`src/rtl/pad_in_filter.sv`:
```
// Pad input conditioning: 2-flop synchroniser, per-pad stability filter,
// and registered rise/fall edge pulses toward the cio_*_i inputs.
module pad_in_filter #(
  parameter int               NPads        = 66,
  parameter int               FilterCycles = 4,
  parameter logic [NPads-1:0] ResetVal     = '0
) (
  input  logic             clk_i,
  input  logic             rst_ni,
  input  logic [NPads-1:0] pad_in_i,
  input  logic [NPads-1:0] filter_en_i,
  output logic [NPads-1:0] pad_in_o,
  output logic [NPads-1:0] rise_o,
  output logic [NPads-1:0] fall_o
);

  localparam int CntW = $clog2(FilterCycles + 1);
  localparam logic [CntW-1:0] CntMax = CntW'(FilterCycles - 1);

  if (FilterCycles < 1) begin : g_bad_cfg
    $error("FilterCycles must be >= 1");
  end

  logic [NPads-1:0] sync1_q;
  logic [NPads-1:0] sync2_q;
  logic [NPads-1:0] v_q, v_d;
  logic [NPads-1:0] rise_q, rise_d;
  logic [NPads-1:0] fall_q, fall_d;
  logic [CntW-1:0]  cnt_q [NPads];
  logic [CntW-1:0]  cnt_d [NPads];

  always_ff @(posedge clk_i or negedge rst_ni) begin
    if (!rst_ni) begin
      sync1_q <= ResetVal;
      sync2_q <= ResetVal;
    end else begin
      sync1_q <= pad_in_i;
      sync2_q <= sync1_q;
    end
  end

  // A mismatch must persist FilterCycles edges; any match restarts the count.
  always_comb begin
    v_d = v_q;
    for (int i = 0; i < NPads; i++) begin
      cnt_d[i] = '0;
      if (!filter_en_i[i]) begin
        v_d[i] = sync2_q[i];
      end else if (sync2_q[i] != v_q[i]) begin
        if (cnt_q[i] == CntMax) begin
          v_d[i] = sync2_q[i];
        end else begin
          cnt_d[i] = cnt_q[i] + CntW'(1);
        end
      end
    end
    rise_d = v_d & ~v_q;
    fall_d = ~v_d & v_q;
  end

  always_ff @(posedge clk_i or negedge rst_ni) begin
    if (!rst_ni) begin
      v_q    <= ResetVal;
      rise_q <= '0;
      fall_q <= '0;
      for (int i = 0; i < NPads; i++) begin
        cnt_q[i] <= '0;
      end
    end else begin
      v_q    <= v_d;
      rise_q <= rise_d;
      fall_q <= fall_d;
      for (int i = 0; i < NPads; i++) begin
        cnt_q[i] <= cnt_d[i];
      end
    end
  end

  assign pad_in_o = v_q;
  assign rise_o   = rise_q;
  assign fall_o   = fall_q;

  a_no_dual_edge : assert property (
    @(posedge clk_i) disable iff (!rst_ni)
    (rise_o & fall_o) == '0);

  a_known_out : assert property (
    @(posedge clk_i) disable iff (!rst_ni)
    !$isunknown({pad_in_o, rise_o, fall_o}));

endmodule

```
`config.mk`:
```
export PLATFORM = sky130hd
export DESIGN_NAME = pad_in_filter
export DESIGN_NICKNAME = d
export VERILOG_FILES = /design/src/rtl/pad_in_filter.sv
export SDC_FILE = /design/constraint.sdc
export NUM_CORES = 1
export LEC_CHECK = 0
export ABC_AREA = 1
export CAP_MARGIN = 20
export CORE_MARGIN = 1
export CORE_UTILIZATION = 44
export CTS_BUF_LIST = sky130_fd_sc_hd__clkbuf_4 sky130_fd_sc_hd__clkbuf_8 sky130_fd_sc_hd__clkbuf_16
export CTS_CLUSTER_SIZE = 14
export DETAILED_ROUTE_END_ITERATION = 10
export PLACE_DENSITY_LB_ADDON = 0.12
export SLEW_MARGIN = 40
export SYNTH_ARGS = -nofsm -noshare
export SYNTH_HDL_FRONTEND = slang
export SYNTH_SLANG_ARGS = --single-unit
```
`constraint.sdc`:
```
create_clock -name clk_i -period 1.3 [get_ports clk_i]
set_input_delay 0.26 -clock clk_i [delete_from_list [all_inputs] [get_ports clk_i]]
set_output_delay 0.26 -clock clk_i [all_outputs]
set_load 0.05 [all_outputs]
```
==> reports/results.ini <==
[outcome]
status=finished, violations left
violations=negative setup slack

[worst_setup_path]
critical_path.slowest_cell=dfrtp_2
crit_chain=buf_12
crit_path_end_kind=output port
cp.arrival_ns=1.20
critPathMaxStageDelay_ns=0.45
critPathTopFamily=flip-flops
path_max_fanout=2
crit_type=register to output port
cp.required_ns=1.04
cp-start-kind=register
path_buf_inv=1

[cells_and_area]
utilization_pct=64.51
area_delta_synth_final_pct=44.00
fillCellCount=3364
nNetsFinal=2704
multi_input_area_um2=5341
final_common_cell=nand2_1
design_area_um2=28650
final_cell_mix=nand2_1, dfrtp_1, inv_1
layoutNonFillerInstCount=3143
seqCellArea_um2=13220
drive_gt1_share_pct=17.42

[global_route]
grt_pass1_wl_mm=69.48
grt_max_degree=54
antenna_found_initial=3
grt_overflow=0
grt_pass1_vias=14660
track_usage_pct=18.65

[power]
swShare_pct=25.51
net-switching-power_uw=10170
powerDensity_nw_per_um2=1392
pwr-share-seq_pct=45.0
power.leakage_uw=0.01503
power.clock.fraction_pct=39.6
p_comb_share_pct=15.4
ir_worst_vdd_uv=880.4
internal-power_uw=29700

[detailed_routing]
first_pass_iters=6
met2_length_mm=20.77
wl_per_cell_um=13.16
antenna_left=0
top_layer=met4
met1_length_mm=17.02
viasPerCell=4.502
drt-initial-drc-count=784
wl_met3_mm=2.441
wl_mm=41.37
drcViolationCount=0
vias=14150

[clock_network]
cts_buffers=54
clockBufferDepth=3
clock_latency_ns=0.59
cts_max_level=2
cts_root_buf=clkbuf_16
cts_tree=built
clk_pin_slew_ns=0.06
cts_sinks=528

[timing]
period_minus_slack_ns=1.456
final_hold_viol_count=0
period_share_pct=112.0
finalSetupViolCount=198
rsz0062_at_grt=yes
tightest_slew_ns=0.3714
fin_ws_ns=-0.1560
slew_headroom_pct=75.24
max_freq_ghz=0.6868
skew_ns=0.01444
finalMaxSlewViolations=0
worst_hold_slack_ns=0.1088

[place]
portBuffers=331
dpl_cell_area_um2=26310
placed_cells=2979
gp_congestion=0.7996
dp_hpwl_mm=30.67
pre_cts_slack_ns=-0.02060

[synth]
syn-instance-count=2032
ys_warn_count=0
yosysSeqAreaShare_pct=66.40
syn_nets=2232
synth_top_cell_by_area=dfrtp_1
syn-cell-area_um2=19900
synth_cell_types=12
yosysTopAreaCellShare_pct=66.40
syn_avg_cell_area_um2=9.792
synth_seq_cells=528
synth.area.top_cells=dfrtp_1, nand2_1, inv_1

[worst_hold_path]
holdCritPathClass=input pin to register

[floorplanning]
die_area_um2=46080
ios=332
die_w_um=214.7
row_count=77
core_um2=44410
initial_core_util_pct=44.80
die_h_um=214.7

[job]
maxCapViolations=0

-- flip-flops by register name, summed over array words and instances (netlist names) --
register,flops
fall_o,66
sync1_q,66
rise_o,66
cnt_q,198
pad_in_o,66
sync2_q,66
-- layer usage --
metal / global-route usage [%] / vias up
met3: 4.780 / 81
met1: 22.17 / 6766
met2: 32.63 / 287
li1: - / 7016
met4: 6.667 / 0
met5: 0 / -
-- power groups by stage --
stage	sequential (uW)	combinational [uW]	clock [uW]
6_report	17900	6160	15800
5_1_grt	18000	6680	16900
4_1_cts	18000	6160	16300
3_5_place_dp	18300	5890	0
3_3_place_gp	18200	5760	0
2_1_floorplan	19400	1450	0
-- synthesized netlist by cell type --
cell / instances
inv_2: 18
nand3b_1: 1
nor2_1: 310
a21oi_1: 38
dfrtp_1: 528
a21oi_4: 18
nand2_2: 18
or2_1: 5
nand2_1: 588
ha_1: 66
nand3_1: 102
inv_1: 340
-- logic make-up after synthesis --
kind of cell	after synthesis	synth area share, %
compound gates	56	2.427
fa+ha+maj	66	4.150
buf+inv	358	6.753
flops	528	66.40
simple gates	1024	20.27
-- repair_timing --
action / in CTS / in global routing
resized for setup: 4 / 2
endpoints found under the setup margin: 198 / 198
hold buffers: 1 / 0
gates cloned: 0 / 0
endpoints found under the hold margin: 325 / 0
setup buffers: 49 / 11
-- layout make-up --
type                            count  share of cell area, %
Sequential cell                   528                  46.14
Timing Repair Buffer              416                  21.39
Multi-Input combinational cell   1146                  18.64
Clock buffer                       84                  5.969
Inverter                          358                  4.690
Tap cell                          592                  2.585
Clock inverter                     17                 0.5677
Antenna cell                        2                0.01747
-- final timing paths --
check | startpoint | to | slack (ns) | cells after the start
setup / recovery | pad_in_o[29] | pad_in_o[29] | -0.16 | 1
hold / removal | pad_in_i[16] | sync1_q[16] | 0.11 | 1
setup reg to reg | cnt_q[87] | pad_in_o[36] | 0.09 | 7
hold reg to reg | sync1_q[31] | sync2_q[31] | 0.34 | 0
max in group asynchronous | rst_ni | pad_in_o[32] | 0.43 | 3
min in group asynchronous | rst_ni | cnt_q[179] | 0.16 | 2
-- metrics by stage --
stage | TNS, ns | total power, uW
2_1_floorplan | 0 | 20810
3_3_place_gp | 0 | 24000
3_5_place_dp | -0.02060 | 24160
4_1_cts | -30.27 | 40380
5_1_grt | -29.93 | 41590
6_report | -20.44 | 39880
Power figures use the tool's default switching activity.
